**config.mk**
```make
export PLATFORM = sky130hd
export DESIGN_NAME = uart_rx_os
export DESIGN_NICKNAME = d
export VERILOG_FILES = /design/src/rtl/uart_pkg.sv /design/src/rtl/uart_sync_fifo.sv /design/src/rtl/uart_rx_os.sv
export SDC_FILE = /design/constraint.sdc
export NUM_CORES = 1
export LEC_CHECK = 0
export BUFFER_PORTS_ARGS = -buffer_cell sky130_fd_sc_hd__buf_4
export CORE_AREA = 8 8 158 160
export CTS_BUF_LIST = sky130_fd_sc_hd__clkbuf_4
export CTS_CLUSTER_SIZE = 14
export DETAILED_ROUTE_END_ITERATION = 6
export DIE_AREA = 0 0 166 168
export PLACE_DENSITY = 0.78
export SLEW_MARGIN = 10
export SYNTH_ARGS = -nofsm -noshare
export SYNTH_HDL_FRONTEND = slang
export SYNTH_SLANG_ARGS = --single-unit
```
**constraint.sdc**
```tcl
create_clock -name clk -period 3.4 [get_ports clk]
set_input_delay 0.68 -clock clk [delete_from_list [all_inputs] [get_ports clk]]
set_output_delay 0.68 -clock clk [all_outputs]
set_load 0.01 [all_outputs]
```
**src/rtl/uart_pkg.sv**
```systemverilog
// Shared constants and types for the UART receive path (and the future TX path).
// Holds parity mode encodings, the receiver FSM states and the tuser flag bit positions.
package uart_pkg;

    localparam logic [2:0] PAR_NONE  = 3'd0;
    localparam logic [2:0] PAR_ODD   = 3'd1;
    localparam logic [2:0] PAR_EVEN  = 3'd2;
    localparam logic [2:0] PAR_MARK  = 3'd3;
    localparam logic [2:0] PAR_SPACE = 3'd4;

    typedef enum logic [2:0] {
        ST_IDLE,
        ST_START,
        ST_DATA,
        ST_PARITY,
        ST_STOP
    } rx_state_t;

    localparam int TU_FERR = 0;
    localparam int TU_PERR = 1;
    localparam int TU_BRK  = 2;

    localparam logic [15:0] MIN_PRESCALE = 16'd8;

    function automatic logic maj3(input logic a, input logic b, input logic c);
        return (a & b) | (a & c) | (b & c);
    endfunction

endpackage

```
**src/rtl/uart_sync_fifo.sv**
```systemverilog
// Synchronous FIFO with registered read outputs; a write becomes visible on rd_vld two edges later.
// Backpressure: wr_rdy drops only when full with no pop in the same cycle; a pop frees space for a simultaneous push.
module uart_sync_fifo #(
    parameter int WIDTH = 8,
    parameter int DEPTH = 16
) (
    input  logic                     clk,
    input  logic                     rst,
    input  logic                     wr_vld,
    input  logic [WIDTH-1:0]         wr_dat,
    output logic                     wr_rdy,
    output logic                     rd_vld,
    output logic [WIDTH-1:0]         rd_dat,
    input  logic                     rd_rdy,
    output logic [$clog2(DEPTH):0]   level
);
    localparam int AW = $clog2(DEPTH);
    localparam logic [AW:0] FULL_LVL = (AW+1)'(DEPTH);

    logic [WIDTH-1:0] mem [DEPTH];
    logic [AW:0]      wptr;
    logic [AW:0]      rptr;
    logic [AW:0]      rptr_nxt;
    logic             push;
    logic             pop;
    logic             nxt_vld;

    // Pointers carry one extra bit so full and empty stay distinguishable across wrap.
    assign level    = wptr - rptr;
    assign pop      = rd_vld & rd_rdy;
    assign wr_rdy   = (level != FULL_LVL) | pop;
    assign push     = wr_vld & wr_rdy;
    assign rptr_nxt = rptr + {{AW{1'b0}}, pop};
    assign nxt_vld  = (wptr != rptr_nxt);

    always_ff @(posedge clk) begin
        if (push) begin
            mem[wptr[AW-1:0]] <= wr_dat;
        end
    end

    // Output stage looks at the pre-push write pointer, so the head slot never aliases the slot being written.
    always_ff @(posedge clk or posedge rst) begin
        if (rst) begin
            wptr   <= '0;
            rptr   <= '0;
            rd_vld <= 1'b0;
            rd_dat <= '0;
        end else begin
            if (push) begin
                wptr <= wptr + {{AW{1'b0}}, 1'b1};
            end
            rptr   <= rptr_nxt;
            rd_vld <= nxt_vld;
            rd_dat <= nxt_vld ? mem[rptr_nxt[AW-1:0]] : '0;
        end
    end

endmodule

```
**src/rtl/uart_rx_os.sv**
```systemverilog
// UART receiver with 3-sample mid-bit voting, run-time frame format and an AXI-Stream output FIFO.
// Word pushed 1 clk after the last stop vote, tvalid 2 clk after it; a full FIFO drops the word and sets overrun.
module uart_rx_os
    import uart_pkg::*;
#(
    parameter int DATA_W      = 8,
    parameter int FIFO_DEPTH  = 16,
    parameter int SYNC_STAGES = 2
) (
    input  logic                          clk,
    input  logic                          rst,
    input  logic                          rxd,
    input  logic [15:0]                   prescale,
    input  logic [3:0]                    cfg_data_bits,
    input  logic [2:0]                    cfg_parity,
    input  logic                          cfg_stop_bits,
    output logic [DATA_W-1:0]             m_axis_tdata,
    output logic [2:0]                    m_axis_tuser,
    output logic                          m_axis_tvalid,
    input  logic                          m_axis_tready,
    output logic [$clog2(FIFO_DEPTH):0]   fifo_level,
    output logic                          busy,
    output logic                          overrun,
    input  logic                          overrun_clr
);
    localparam logic [3:0] MAX_BITS = 4'(DATA_W);
    localparam logic [3:0] MIN_BITS = 4'd5;

    logic [SYNC_STAGES-1:0] sync_q;
    logic [SYNC_STAGES-1:0] sync_vld;
    logic                   rxs;
    logic                   rxs_prev;
    logic                   start_edge;

    rx_state_t   state;
    rx_state_t   state_nxt;
    logic [15:0] p_eff;
    logic [3:0]  nb_eff;
    logic [2:0]  par_eff;
    logic [15:0] p_q;
    logic [3:0]  nb_q;
    logic [2:0]  par_q;
    logic        stop2_q;
    logic [15:0] cnt;
    logic [15:0] half;
    logic [3:0]  bit_idx;
    logic        stop_idx;
    logic        s_a;
    logic        s_b;
    logic        samp_a;
    logic        samp_b;
    logic        vote_pt;
    logic        bit_end;
    logic        vote;
    logic        last_stop;
    logic        last_data;
    logic        exp_par;
    logic        frame_done;
    logic [DATA_W-1:0] data_q;
    logic        perr_q;
    logic        ferr_q;
    logic        zeros_q;
    logic [2:0]  tuser_nxt;
    logic        push_q;
    logic [DATA_W+2:0] word_q;
    logic [DATA_W+2:0] rd_word;
    logic        fifo_wr_rdy;

    // sync_vld tracks which synchroniser stages hold real line samples, so the reset
    // preset of 1 is never mistaken for an idle line before a falling edge.
    assign rxs = sync_q[SYNC_STAGES-1];

    always_ff @(posedge clk or posedge rst) begin
        if (rst) begin
            sync_q   <= '1;
            sync_vld <= '0;
            rxs_prev <= 1'b0;
        end else begin
            sync_q   <= {sync_q[SYNC_STAGES-2:0], rxd};
            sync_vld <= {sync_vld[SYNC_STAGES-2:0], 1'b1};
            rxs_prev <= rxs & sync_vld[SYNC_STAGES-1];
        end
    end

    assign start_edge = rxs_prev & ~rxs;

    always_comb begin
        p_eff   = (prescale < MIN_PRESCALE) ? MIN_PRESCALE : prescale;
        nb_eff  = (cfg_data_bits < MIN_BITS) ? MIN_BITS :
                  (cfg_data_bits > MAX_BITS) ? MAX_BITS : cfg_data_bits;
        par_eff = (cfg_parity > PAR_SPACE) ? PAR_NONE : cfg_parity;
    end

    // Down-counter runs P-1..0 per bit; samples at P/2+1, P/2, P/2-1, vote resolves on the last.
    assign half      = {1'b0, p_q[15:1]};
    assign samp_a    = (cnt == half + 16'd1);
    assign samp_b    = (cnt == half);
    assign vote_pt   = (cnt == half - 16'd1);
    assign bit_end   = (cnt == 16'd0);
    assign vote      = maj3(s_a, s_b, rxs);
    assign last_stop = (stop_idx == stop2_q);
    assign last_data = (bit_idx == nb_q - 4'd1);

    always_comb begin
        exp_par = 1'b0;
        case (par_q)
            PAR_ODD:  exp_par = ~^data_q;
            PAR_EVEN: exp_par = ^data_q;
            PAR_MARK: exp_par = 1'b1;
            default:  exp_par = 1'b0;
        endcase
    end

    always_comb begin
        state_nxt  = state;
        frame_done = 1'b0;
        case (state)
            ST_IDLE:   if (start_edge) state_nxt = ST_START;
            ST_START: begin
                if (vote_pt && vote) state_nxt = ST_IDLE;
                else if (bit_end)    state_nxt = ST_DATA;
            end
            ST_DATA: begin
                if (bit_end && last_data) state_nxt = (par_q == PAR_NONE) ? ST_STOP : ST_PARITY;
            end
            ST_PARITY: if (bit_end) state_nxt = ST_STOP;
            ST_STOP: begin
                if (vote_pt && last_stop) begin
                    state_nxt  = ST_IDLE;
                    frame_done = 1'b1;
                end
            end
            default:   state_nxt = ST_IDLE;
        endcase
    end

    always_comb begin
        tuser_nxt          = '0;
        tuser_nxt[TU_BRK]  = zeros_q & ~vote;
        tuser_nxt[TU_PERR] = perr_q;
        tuser_nxt[TU_FERR] = ferr_q | ~vote;
    end

    always_ff @(posedge clk or posedge rst) begin
        if (rst) state <= ST_IDLE;
        else     state <= state_nxt;
    end

    always_ff @(posedge clk or posedge rst) begin
        if (rst) begin
            p_q      <= '0;
            nb_q     <= '0;
            par_q    <= '0;
            stop2_q  <= 1'b0;
            cnt      <= '0;
            bit_idx  <= '0;
            stop_idx <= 1'b0;
            s_a      <= 1'b0;
            s_b      <= 1'b0;
            data_q   <= '0;
            perr_q   <= 1'b0;
            ferr_q   <= 1'b0;
            zeros_q  <= 1'b0;
            push_q   <= 1'b0;
            word_q   <= '0;
        end else begin
            push_q <= frame_done;
            if (frame_done) begin
                word_q <= {tuser_nxt, data_q};
            end
            if (state == ST_IDLE) begin
                if (start_edge) begin
                    p_q      <= p_eff;
                    nb_q     <= nb_eff;
                    par_q    <= par_eff;
                    stop2_q  <= cfg_stop_bits;
                    cnt      <= p_eff - 16'd1;
                    bit_idx  <= '0;
                    stop_idx <= 1'b0;
                    data_q   <= '0;
                    perr_q   <= 1'b0;
                    ferr_q   <= 1'b0;
                    zeros_q  <= 1'b1;
                end
            end else begin
                cnt <= bit_end ? (p_q - 16'd1) : (cnt - 16'd1);
                if (samp_a) s_a <= rxs;
                if (samp_b) s_b <= rxs;
                if (vote_pt && (state != ST_START)) begin
                    zeros_q <= zeros_q & ~vote;
                end
                if (vote_pt) begin
                    case (state)
                        ST_DATA:   data_q <= data_q | (DATA_W'(vote) << bit_idx);
                        ST_PARITY: perr_q <= vote ^ exp_par;
                        ST_STOP:   if (!vote) ferr_q <= 1'b1;
                        default:   ;
                    endcase
                end
                if (bit_end && (state == ST_DATA)) bit_idx  <= bit_idx + 4'd1;
                if (bit_end && (state == ST_STOP)) stop_idx <= 1'b1;
            end
        end
    end

    // A set and a clear in the same cycle leave the flag set.
    always_ff @(posedge clk or posedge rst) begin
        if (rst)                         overrun <= 1'b0;
        else if (push_q && !fifo_wr_rdy) overrun <= 1'b1;
        else if (overrun_clr)            overrun <= 1'b0;
    end

    uart_sync_fifo #(
        .WIDTH (DATA_W + 3),
        .DEPTH (FIFO_DEPTH)
    ) u_fifo (
        .clk    (clk),
        .rst    (rst),
        .wr_vld (push_q),
        .wr_dat (word_q),
        .wr_rdy (fifo_wr_rdy),
        .rd_vld (m_axis_tvalid),
        .rd_dat (rd_word),
        .rd_rdy (m_axis_tready),
        .level  (fifo_level)
    );

    assign {m_axis_tuser, m_axis_tdata} = rd_word;
    assign busy = (state != ST_IDLE);

endmodule

```
==> summary.md <==
| Metric | Value |
|---|---|
| Worst-path clk slew | 0.06 ns |
| Count leader, synth | edfxtp_1 |
| Sw frac | 35.1% |
| Worst reg-to-reg path cell count | 9 |
| Worst Setup End Kind | register |
| Clock Sinks | 277 |
| Area of placed instances | 0.0137 mm² |
| Global route overflow | 0 |
| I/O Buffers | 47 |
| Vias in the first global route | 8393 |
| Clk_lat worst skew | 0.68 ns |
| Fillcell total | 1602 |
| Mapped Cells | 955 |
| Initial antenna violation count | 1 |
| Setup violations, final | 0 |
| Worst clock skew | 0.0365 ns |
| Synth Register Bits | 277 |
| PwrDens | 790 mW/mm² |
| TritonRoute pass-1 iters | 6 |
| Yosys warns | 0 |
| Drt drc | 0 |
| Crit Path Class | register to register |
| Post-synth top area share | 41.3% |
| Post-synth top area cell | edfxtp_1 |
| Core area | 0.0224 mm² |
| Worst path required time | 3.94 ns |
| Cell area after synthesis | 0.0128 mm² |
| Status | completed |
| Clock Root Buffer | clkbuf_4 |
| Largest net degree at the start of global routing | 62 |
| RSZ-0062 raised after global routing | false |
| Die Span X | 166 µm |
| Crit Path Max Fanout | 11 |
| Crit-path most repeated cell | mux2i_1 |
| Yosys cell types | 67 |
| First-pass GRT wire length | 45.6 mm |
| Die area | 0.0279 mm² |
| Final period util | 94.0% |
| Leak | 5.53 nW |
| Comb pwr share | 37.8% |
| Worst vdd ir | 0.576 mV |
| Area of the multi-input gates | 0.00469 mm² |
| Max cap viols | 0 |
| Global placement routability congestion | 0.909 |
| Post-DR wirelength/cell | 20.3 µm |
| Top post-synthesis cells by area | edfxtp_1 (41%), dfrtp_1 (19%), mux4_2 (9.7%) |
| Die H | 168 µm |
| Final Max Slew Viols | 0 |
| Register Area | 0.00782 mm² |
| P&R area growth vs syn | 14.3% |
| DRT Wirelength | 28.5 mm |
| CTS Buf Count | 70 |
| Max Root-Sink Buffers | 3 |
| Final period demand of the worst path | 3.19 ns |
| GRT Util Overall | 20.8% |
| Layout cell share with drive strength beyond 1 | 25.7% |
| CP peak stage delay | 0.59 ns |
| Syn avg cell area | 13.4 µm² |
| Register area share after synthesis | 61.0% |
| Crit path launch type | register |
| Nets | 1108 |
| CTS tree | done |
| # IOs | 48 |
| Post-CTS Setup Bufs | 0 |
| Cts hold-fix bufs | 0 |
| Post-synth EDFFs | 176 |
| Standard-cell rows | 55 |
| Post-DP HPWL | 19.0 mm |
| Reg2reg end | word_q[7] |
| Worst Tran Pin Value | 0.813 ns |
| Layout Utilization | 65.5% |
| Asr flop ratio synth | 36.5% |
| Final Instance Area | 0.0146 mm² |
| Hold Path Sink | sync_q[0] |
| Slew HR | 45.8% |
| Switching power | 4.06 mW |
| H-tree levels | 3 |
| Hold_sp | rxd |
| Clk pwr share | 25.1% |
| Drt first-iter violations | 688 |
| Hold Crit Class | primary input to register |
| Critical path arrival | 3.74 ns |
| Avg Vias per Cell | 5.88 |
| Vias post-DR | 8245 |
| CP max-delay cell | nor3_1 |
| Worst Hold Depth | 1 |
| Int Power | 7.51 mW |
| List of most frequent post-synthesis cells | edfxtp_1 (176), nand2_1 (105), dfrtp_1 (99) |
| Antenna Nets Post-Route | 0 |
| Initial core utilization | 57.3% |
| Final-report hold violation count | 0 |
| Power share of the sequential group | 37.1% |
| R2R setup slack | 0.21 ns |
| Reg2reg start | p_q[6] |
| Fmax | 0.313 GHz |
| Syn Nets | 1000 |
| Top_reg_cell synth | edfxtp_1 |
| Final setup TNS | 0 ns |
| Cell-by-cell listing of the critical path | nor3_1 -> and3_1 -> nand2_2 -> mux2i_1 -> mux2i_1 -> or3_4 -> nor4_4 -> buf_4 -> mux2_2 |
final cells by class:
| cell class | instances | area share, % |
|---|---|---|
| Antenna cell | 1 | 0.0171 |
| Clock buffer | 101 | 5.18 |
| Clock inverter | 24 | 1.20 |
| Inverter | 29 | 0.760 |
| Multi-Input combinational cell | 594 | 32.0 |
| Sequential cell | 277 | 53.4 |
| Tap cell | 285 | 2.43 |
| Timing Repair Buffer | 91 | 5.01 |
stage by stage:
step | total power, mW | instances | hold slack (ns) | setup slack, ns
after floorplan | 7.51 | 955 | 0.331 | 0.000180
after global placement | 8.60 | 1276 | 0.336 | 0.190
after detailed placement | 8.69 | 1276 | 0.346 | 0.153
after CTS | 11.6 | 1401 | 0.0671 | 0.0894
after global routing | 12.3 | 1402 | 0.0551 | 0.0654
final | 11.6 | 1402 | 0.118 | 0.205
critical path, delay by kind of cell (launching register included):
kind          cells  cell delay [ns]
mux               3             0.61
buf+inv           1             0.27
flops             1             0.47
simple gates      5             1.70
sequential cells by signal, summed over array words and instances, names as in the netlist, 2 cells and up:
name	cells
u_fifo.mem	176
cnt	16
p_q	16
u_fifo.rd_dat	11
word_q	11
data_q	8
u_fifo.rptr	5
u_fifo.wptr	5
bit_idx	4
nb_q	4
par_q	3
state	3
sync_q	2
sync_vld	2
power groups by stage:
stage               Clock (mW)  Combinational (mW)  Sequential (mW)
CTS                       2.97                4.37             4.28
global route              3.15                4.78             4.34
finish                    2.91                4.37             4.29
detailed placement           0                4.34             4.35
floorplan                    0                3.34             4.17
global placement             0                4.26             4.34
layer usage:
metal	global-route usage, %	vias to the layer above	wire length [µm]
met2	35.5	324	14500
met4	7.47	0	626
met3	4.19	51	1730
met1	26.2	4064	11600
met5	0	-	0
li1	-	3806	-
timing repair:
item / in CTS / in global routing
endpoints found under the setup margin: 0 / 149
gates resized for setup: 0 / 2
hold endpoints to repair: 0 / 0
worst max-delay path by stage:
stage,endpoint,depth (start not counted),startpoint,slack (ns)
floorplan,u_fifo.mem[3][0],12,u_fifo.wptr[0],0.0002
global placement,state[0],8,p_q[6],0.19
detailed placement,u_fifo.mem[1][4],12,u_fifo.wptr[0],0.15
CTS,u_fifo.mem[1][4],12,u_fifo.wptr[0],0.09
global route,word_q[7],9,p_q[6],0.07
finish,word_q[7],9,p_q[6],0.21
cell families (layout without fill, tap and decap cells):
kind of cell / after synthesis / count (layout) / share of synthesized area [%]
AO/OA/AOI/OAI: 120 / 120 / 5.95
buffers and inverters: 84 / 245 / 2.69
other: 1 / 2 / 0.0293
AND/OR/NAND/NOR: 303 / 303 / 11.6
flip-flops: 277 / 277 / 61.0
XOR/XNOR: 76 / 76 / 5.20
adder cells (fa/ha/maj): 17 / 17 / 1.70
multiplexers: 77 / 77 / 11.8
cells in the final DEF, fill, tap and decap left out, types with 10 or more instances in the layout:
cell type	instances
a21oi_1	24
a31oi_1	12
and2_1	15
buf_4	87
clkbuf_4	101
clkinv_1	18
dfrtp_1	99
edfxtp_1	176
ha_1	13
inv_1	28
mux2_4	10
mux4_2	55
nand2_1	105
nand3_1	20
nand4_1	15
nor2_1	61
nor3_1	23
nor4_1	11
o21ai_0	42
xnor2_1	49
xor2_1	26
Power figures use the tool's default switching activity.
